==> src/rtl/hazard_forward_unit.sv <==
// hazard_forward_unit: shadow EX/MEM/WB tracking for forwarding, load-use stall, branch flush and event counters
module hazard_forward_unit (
  input  logic        clk,
  input  logic        rst,
  input  logic [4:0]  rs1_d,
  input  logic [4:0]  rs2_d,
  input  logic        use_rs1_d,
  input  logic        use_rs2_d,
  input  logic [4:0]  rd_d,
  input  logic        regwrite_d,
  input  logic        memread_d,
  input  logic        pcsrc_e,
  output logic [1:0]  forward_a_e,
  output logic [1:0]  forward_b_e,
  output logic        stall_f,
  output logic        stall_d,
  output logic        flush_d,
  output logic        flush_e,
  output logic [15:0] stall_cnt,
  output logic [15:0] flush_cnt
);
  logic [4:0]  ex_rs1_q, ex_rs2_q, ex_rd_q, mem_rd_q, wb_rd_q;
  logic        ex_regwrite_q, ex_memread_q, mem_regwrite_q, wb_regwrite_q;
  logic [4:0]  ex_rs1_d, ex_rs2_d, ex_rd_d, mem_rd_d, wb_rd_d;
  logic        ex_regwrite_d, ex_memread_d, mem_regwrite_d, wb_regwrite_d;
  logic [15:0] stall_cnt_q, stall_cnt_d, flush_cnt_q, flush_cnt_d;
  logic        mem_ok, wb_ok, lwstall;
  // Unused sources are captured as x0 so they can never match a producer.
  always_comb begin
    mem_ok = mem_regwrite_q && (mem_rd_q != 5'd0);
    wb_ok  = wb_regwrite_q && (wb_rd_q != 5'd0);
    forward_a_e = (mem_ok && mem_rd_q == ex_rs1_q) ? 2'b10 :
                  (wb_ok && wb_rd_q == ex_rs1_q)   ? 2'b01 : 2'b00;
    forward_b_e = (mem_ok && mem_rd_q == ex_rs2_q) ? 2'b10 :
                  (wb_ok && wb_rd_q == ex_rs2_q)   ? 2'b01 : 2'b00;
    lwstall = ex_memread_q && (ex_rd_q != 5'd0) &&
              ((use_rs1_d && rs1_d == ex_rd_q) || (use_rs2_d && rs2_d == ex_rd_q));
    stall_f = lwstall && !pcsrc_e;
    stall_d = lwstall && !pcsrc_e;
    flush_d = pcsrc_e;
    flush_e = lwstall || pcsrc_e;
    stall_cnt = stall_cnt_q;
    flush_cnt = flush_cnt_q;
  end
  always_comb begin
    ex_rs1_d       = (flush_e || !use_rs1_d) ? 5'd0 : rs1_d;
    ex_rs2_d       = (flush_e || !use_rs2_d) ? 5'd0 : rs2_d;
    ex_rd_d        = flush_e ? 5'd0 : rd_d;
    ex_regwrite_d  = flush_e ? 1'b0 : regwrite_d;
    ex_memread_d   = flush_e ? 1'b0 : memread_d;
    mem_rd_d       = ex_rd_q;
    mem_regwrite_d = ex_regwrite_q;
    wb_rd_d        = mem_rd_q;
    wb_regwrite_d  = mem_regwrite_q;
    stall_cnt_d    = (stall_d && stall_cnt_q != 16'hFFFF) ? stall_cnt_q + 16'd1 : stall_cnt_q;
    flush_cnt_d    = (flush_d && flush_cnt_q != 16'hFFFF) ? flush_cnt_q + 16'd1 : flush_cnt_q;
  end
  always_ff @(posedge clk) begin
    if (rst) begin
      ex_rs1_q       <= 5'd0;
      ex_rs2_q       <= 5'd0;
      ex_rd_q        <= 5'd0;
      ex_regwrite_q  <= 1'b0;
      ex_memread_q   <= 1'b0;
      mem_rd_q       <= 5'd0;
      mem_regwrite_q <= 1'b0;
      wb_rd_q        <= 5'd0;
      wb_regwrite_q  <= 1'b0;
      stall_cnt_q    <= 16'd0;
      flush_cnt_q    <= 16'd0;
    end else begin
      ex_rs1_q       <= ex_rs1_d;
      ex_rs2_q       <= ex_rs2_d;
      ex_rd_q        <= ex_rd_d;
      ex_regwrite_q  <= ex_regwrite_d;
      ex_memread_q   <= ex_memread_d;
      mem_rd_q       <= mem_rd_d;
      mem_regwrite_q <= mem_regwrite_d;
      wb_rd_q        <= wb_rd_d;
      wb_regwrite_q  <= wb_regwrite_d;
      stall_cnt_q    <= stall_cnt_d;
      flush_cnt_q    <= flush_cnt_d;
    end
  end
endmodule

==> config.mk <==
export PLATFORM = sky130hd
export DESIGN_NAME = hazard_forward_unit
export DESIGN_NICKNAME = d
export VERILOG_FILES = /design/src/rtl/hazard_forward_unit.sv
export SDC_FILE = /design/constraint.sdc
export NUM_CORES = 1
export LEC_CHECK = 0
export BUFFER_PORTS_ARGS = -buffer_cell sky130_fd_sc_hd__buf_2
export CORE_ASPECT_RATIO = 1.2
export CORE_MARGIN = 2
export CORE_UTILIZATION = 55
export CTS_CLUSTER_SIZE = 10
export DETAILED_ROUTE_END_ITERATION = 8
export PLACE_DENSITY = 0.8
export SYNTH_ARGS = -nofsm -noshare
export SYNTH_HDL_FRONTEND = slang
export SYNTH_SLANG_ARGS = --single-unit
==> constraint.sdc <==
create_clock -name clk -period 3.4 [get_ports clk]
set_input_delay 0.17 -clock clk [delete_from_list [all_inputs] [get_ports clk]]
set_output_delay 0.17 -clock clk [all_outputs]
set_load 0.05 [all_outputs]
==> flow_metrics.tcl, run 1 <==
set metrics [dict create \
    power.ir.vdd_worst_uv 289.2 \
    grt_setup_unrepaired "false" \
    timing.critical_path.fanout_max 4 \
    vias_per_cell 5.656 \
    num-nets-final 402 \
    n_antenna_cell 0 \
    initial_core_util_pct 56.11 \
    dieArea_um2 5894 \
    routed-via-count 2517 \
    grt_start_max_net_pins 47 \
    synth-adder-area-share_pct 0.8595 \
    drt_iter0_markers 92 \
    number_of_levels_the_h_tree_was_split_into 3 \
    post-cts-setup-buffer-count 0 \
    p_switching_w 0.0003709 \
    synth_top_area_share_pct 41.94 \
    gp_congestion 0.8758 \
    post_synth.cell_area_avg_um2 9.070 \
    ys_async_sr_fraction_pct 0 \
    layout-area-overhead-vs-synth_pct 17.15 \
    detail_route.wirelength_um 6470 \
    slew-limit-headroom_pct 41.46 \
    maxCapViolCount 0 \
    hold_viol 0 \
    synth_area_leader_cell "dfxtp_1" \
    mostFrequentLayoutCells "61 x dfxtp_1, 61 x buf_2, 22 x nor2_1" \
    finalCritPeriodShare_pct 67.61 \
    timing.hold.worst.start "rd_d[2]" \
    synth_simple_gate_area_share_pct 29.61 \
    remaining_drcs 0 \
    die-width_um 70.42 \
    worst_pin_slew_ns 0.8781 \
    yosys_cell_types 49 \
    worst_hold_path_type "in2reg" \
    worstReg2RegEnd "stall_cnt[4]" \
    postLayoutCoreUtil_pct 65.73 \
    min_delay_worst_endpoint "ex_rd_q[2]" \
    buffer_ports.inserted 61 \
    clk_pin_slew_worst_paths_ns 0.07 \
    num-fill-cells 447 \
    cellPowerDensity_nw_per_um2 424.5 \
    worst_reg_to_reg_path_cell_count 5 \
    yosys-mux-area-fraction_pct 1.891 \
    floorplan.core_area_um2 5189 \
    setup-violations-final 0 \
    synth_ff_type "dfxtp_1" \
    tritoncts.num_buffers 9 \
    layout_min_cycle_time_ns 2.299 \
    firstDrtPassIters 4 \
    timing.clock.skew_ns 0.005912 \
    p_seq_share_pct 51.0 \
    leakage_nw 1.454 \
    overflow 0 \
    setup.worst_path.end_class "output pin" \
    p_int_w 0.001077 \
    clk_latency_ns 0.34 \
    outcome "finished, final reports clean" \
    routed_wire_length_per_instance_um 14.54 \
    crit_type "reg2out" \
    regToRegStartpoint "ex_rd_q[4]" \
    yosysWarningCount 0 \
    critPathArrivalTime_ns 2.13 \
    vertical_extent_of_the_die_um 83.70 \
    top_level_ports 62 \
    final_antenna_net_count 0 \
    total_nets_after_synthesis 345 \
    post_cts_resized 0 \
    ctsLongestPathBuffers 2 \
    groute.usage.overall_pct 23.24 \
    fmaxAchievable_mhz 435.0 \
    detailedPlacementHpwl_um 4634 \
    post_synth_inst_count 321 \
    synth.ff_latch_count 61 \
    grt_pass1_wl_um 10900 \
    timing.critical_path.required_ns 3.23 \
    synth-edff-count 0 \
    synth_xor_xnor_area_share_pct 11.73 \
    setup_total_negative_slack_ns 0 \
    synthTopCellsByArea "dfxtp_1 42%, xnor2_1 6.0%, xor2_1 5.7%, nor2b_1 3.2%, nand4_1 3.0%" \
    p_comb_share_pct 6.9 \
    critPathLaunchType "flop" \
    yosysSeqAreaShare_pct 41.94 \
    slew_viol_final 0 \
    worst_hold_path.num_cells 2 \
    tritoncts "done" \
    grt_pass1_vias 2375 \
    clockRootBuffer "clkbuf_8" \
    mappedNetlistArea_um2 2912 \
    antenna_found_initial 0 \
    ctsHoldBuffers 0 \
    post_route_cells_drive_above_1_share_pct 23.50 \
    ff2ff_setup_slack_ns 1.32 \
    largest_family_of_logic_cells_by_synthesized_area "simple AND/OR/NAND/NOR gates" \
    fraction_of_the_mapped_netlist_area_in_compound_gates_pct 10.92 \
    clkSinkCount 61 \
    clock_power_share_pct 42.1 \
    row_count 29 \
    power.switching_fraction_pct 25.62 \
]
[area by class of cell]
type | count | area, um2 | share of cell area, %
tap | 62 | 77.57 | 2.274
clock inverter | 5 | 42.54 | 1.247
sequential | 61 | 1221 | 35.80
inverter | 3 | 11.26 | 0.3302
multi-input combinational | 242 | 1602 | 46.96
timing repair buffer | 61 | 305.3 | 8.951
clock buffer | 11 | 151.4 | 4.439
[worst max-delay path, stage by stage, from the launching register on]
cell	delay, ns
dfxtp_1	0.35
or4_1	0.52
o21ai_0	0.24
nor4_1	0.12
nor4_1	0.26
buf_2	0.30
[worst max path at each step]
stage	start	end	cells after the start
final	mem_rd_q[1]	forward_a_e[0]	5
after global routing	mem_rd_q[1]	forward_a_e[0]	5
after CTS	mem_rd_q[1]	forward_a_e[0]	5
after detailed placement	ex_rd_q[4]	stall_cnt[4]	5
after global placement	ex_rd_q[4]	stall_cnt[6]	5
after floorplan	mem_rd_q[2]	forward_b_e[0]	4
[sequential cells by signal, indices dropped and copies added (netlist names)]
name	count
mem_regwrite_q	1
stall_cnt	16
ex_memread_q	1
wb_regwrite_q	1
flush_cnt	16
ex_regwrite_q	1
wb_rd_q	5
mem_rd_q	5
ex_rs1_q	5
ex_rs2_q	5
ex_rd_q	5
[power by group through the flow]
stage                     Clock (W)  Sequential, W  Combinational [W]
after floorplan                   0       0.000761          0.0000646
after global placement            0       0.000755          0.0000985
after detailed placement          0       0.000755           0.000100
after CTS                  0.000620       0.000739           0.000101
after global routing       0.000654       0.000740           0.000110
final                      0.000609       0.000739          0.0000998
[per-layer routing]
metal / vias to the layer above / global-route usage [%] / share of wire, % / routed length, um
li1: 1275 / - / - / -
met4: 0 / 10.31 / 1.7 / 109
met2: 50 / 42.28 / 53 / 3459
met1: 1182 / 25.48 / 42 / 2686
met3: 10 / 4.831 / 3.3 / 214
met5: - / 0 / 0 / 0
[Yosys cell counts (8+ instances only)]
| library cell | n |
|---|---|
| and2_1 | 9 |
| or4_1 | 9 |
| nand2_1 | 20 |
| nor2_1 | 22 |
| o21ai_0 | 11 |
| or3_1 | 8 |
| xor2_1 | 19 |
| a21oi_1 | 12 |
| nand3_1 | 16 |
| xnor2_1 | 20 |
| dfxtp_1 | 61 |
| nand4_1 | 14 |
| and3_1 | 12 |
| nor2b_1 | 15 |
[metrics by stage]
| stage | setup slack [ns] | area (um2) | hold WS, ns | total power (W) | std cells |
|---|---|---|---|---|---|
| floorplan | 0.2825 | 2912 | 0.2917 | 0.0008260 | 321 |
| finish | 1.101 | 3411 | 0.02122 | 0.001448 | 445 |
| global route | 1.015 | 3411 | 0.02159 | 0.001505 | 445 |
| CTS | 1.070 | 3411 | 0.01379 | 0.001460 | 445 |
| global placement | 1.372 | 3217 | 0.3718 | 0.0008533 | 429 |
| detailed placement | 1.349 | 3217 | 0.3750 | 0.0008554 | 429 |
[logic make-up after synthesis]
| logic type | after synthesis |
|---|---|
| DFF | 61 |
| adders and majority gates | 2 |
| AOI/OAI and AO/OA | 45 |
| and+or+nand+nor | 151 |
| xor gates and xnor gates | 39 |
| muxes | 5 |
| buffers and inverters | 18 |
Power figures use the tool's default switching activity.
==> inputs of run 2 (changes only) <==
- CORE_UTILIZATION: 55 -> 54
- PLACE_DENSITY: 0.8 -> 0.79
- clock period: 3.4 -> 2.3 ns (I/O delays scaled with it)
==> run 2 against run 1 <==
Compared with the run above: clock skew is 0.00086 ns higher; wire length grew 3.8%; design area rose by 5.1%; core utilization up 2.4 points; clock power grew 61%; die area increased by 1.8%; global-route usage up 0.85 points; sequential power increased by 47%; critical path depth unchanged; sequential cell count is the same; first-iteration DRC count is 24% higher; critical endpoint is now forward_b_e[0]; largest power group unchanged.
==> flow_metrics.tcl, run 2 (synthesis gave the netlist of run 1 again) <==
set metrics [dict create \
    antenna_found_initial 0 \
    critPathLaunchType "flop" \
    postLayoutCoreUtil_pct 68.16 \
    detail_route.wirelength_um 6713 \
    routed-via-count 2598 \
    routed_wire_length_per_instance_um 14.69 \
    clk_pin_slew_worst_paths_ns 0.07 \
    clk_latency_ns 0.35 \
    p_total_w 0.002239 \
    detailedPlacementHpwl_um 4957 \
    tritoncts.num_buffers 9 \
    worst_hold_path_type "in2reg" \
    layout_min_cycle_time_ns 2.187 \
    gp_congestion 0.9748 \
    slew_viol_final 0 \
    outcome "finished, final reports clean" \
    worst_pin_slew_ns 0.6860 \
    vias_per_cell 5.685 \
    vertical_extent_of_the_die_um 84.44 \
    cp-startpoint "mem_rd_q[1]" \
    num-fill-cells 421 \
    drt_iter0_markers 114 \
    final_antenna_net_count 0 \
    layoutNonFillerInstCount 457 \
    setup.worst_path.end_class "output pin" \
    hold_slack_ns 0.02832 \
    clockRootBuffer "clkbuf_8" \
    sum_of_buffers_and_inverters_on_the_critical_path 1 \
    timing.critical_path.required_ns 2.18 \
    power.ir.vdd_worst_uv 344.9 \
    setup-violations-final 0 \
    firstDrtPassIters 5 \
    finalCritPeriodShare_pct 95.11 \
    leakage_nw 1.512 \
    cp_common_cell "nor4_2" \
    grt_pass1_wl_um 11340 \
    slowest_delay_ns 0.54 \
    n_antenna_cell 0 \
    num-nets-final 414 \
    regToRegStartpoint "ex_rd_q[1]" \
    groute.usage.overall_pct 24.09 \
    register_area_um2 1221 \
    timing.clock.skew_ns 0.006770 \
    buffer_ports.inserted 61 \
    overflow 0 \
    post_route_cells_drive_above_1_share_pct 25.82 \
    grt_start_max_net_pins 38 \
    initial_core_util_pct 55.34 \
    crit_type "reg2out" \
    timing.hold.worst.start "rs1_d[2]" \
    mostFrequentLayoutCell "dfxtp_1" \
    worst_reg_to_reg_path_cell_count 4 \
    dieArea_um2 5997 \
    die-width_um 71.03 \
    multi_input_area_um2 1647 \
    number_of_placed_instances_taps_included 434 \
    tritoncts "done" \
    slew-limit-headroom_pct 54.27 \
    worst_hold_path.num_cells 2 \
    path_delay_family "simple AND/OR/NAND/NOR gates" \
    ordered_cell_list_for_the_critical_path "or4_1 -> o21ai_2 -> nor4_2 -> nor4_2 -> clkbuf_4" \
    crit_cells 5 \
    number_of_levels_the_h_tree_was_split_into 3 \
    cellPowerDensity_nw_per_um2 624.4 \
    row_count 29 \
    critical_path.slowest_cell "or4_1" \
    grt_pass1_vias 2473 \
    remaining_drcs 0 \
    timing.critical_path.fanout_max 4 \
    critPathArrivalTime_ns 2.07 \
    top_level_ports 62 \
    setup_total_negative_slack_ns 0 \
    post-cts-setup-buffer-count 0 \
    fmaxAchievable_mhz 457.2 \
    hold_viol 0 \
    clkSinkCount 61 \
    floorplan.core_area_um2 5261 \
    ctsLongestPathBuffers 2 \
    mostFrequentLayoutCells "61 x dfxtp_1, 58 x buf_2, 22 x nor2_1" \
    layout-area-overhead-vs-synth_pct 23.16 \
    maxCapViolCount 0 \
]
run 2: cell count changes in the layout (fill, tap and decap cells not counted), sizes merged:
| cell | delta |
|---|---|
| clkbuf | +2 |
| buf | +2 |
| bufinv | +1 |
| inv | -1 |
| dlygate4sd3 | +7 |
| clkinvlp | +1 |
run 2: routing by layer:
metal | vias to the layer above | routed length (um) | GRT usage (%)
li1 | 1297 | - | -
met1 | 1217 | 2766 | 27.01
met2 | 65 | 3497 | 42.06
met3 | 19 | 288 | 6.723
met4 | 0 | 161 | 10.81
met5 | - | 0 | 0
run 2: repair_timing:
item	4_1_cts	5_1_grt
resized for setup	1	6
hold endpoints to repair	7	0
endpoints found under the setup margin	2	5
hold buffers	7	0
run 2: metrics by stage:
stage,setup WS (ns),cell area (um2)
after floorplan,-0.1604,2945
final,0.1126,3586
after global placement,0.3386,3288
after detailed placement,0.2999,3288
after global routing,-0.02239,3586
after CTS,0.03676,3567
run 2: layout make-up:
class | instances | share of cell area [%]
flip-flops and latches | 61 | 34.05
repair buffers | 73 | 11.72
clock buffers | 10 | 3.838
clock inverters | 6 | 1.989
multi-input cells | 242 | 45.92
inverters | 3 | 0.3140
well taps | 62 | 2.163
run 2: power breakdown:
part / total [W] / switching, W / internal, W / leakage [nW]
registers: 0.00109 / 0.0000186 / 0.00107 / 0.494
clock network: 0.000981 / 0.000445 / 0.000536 / 0.0991
logic: 0.000165 / 0.0000964 / 0.0000686 / 0.919
total: 0.00224 / 0.000560 / 0.00168 / 1.51
run 2: final timing paths:
path,endpoint,slack [ns]
worst min-delay path,ex_rs1_q[2],0.03
worst max register to register,ex_rs1_q[4],0.28
worst min register to register,mem_regwrite_q,0.45
worst max-delay path,forward_b_e[0],0.11
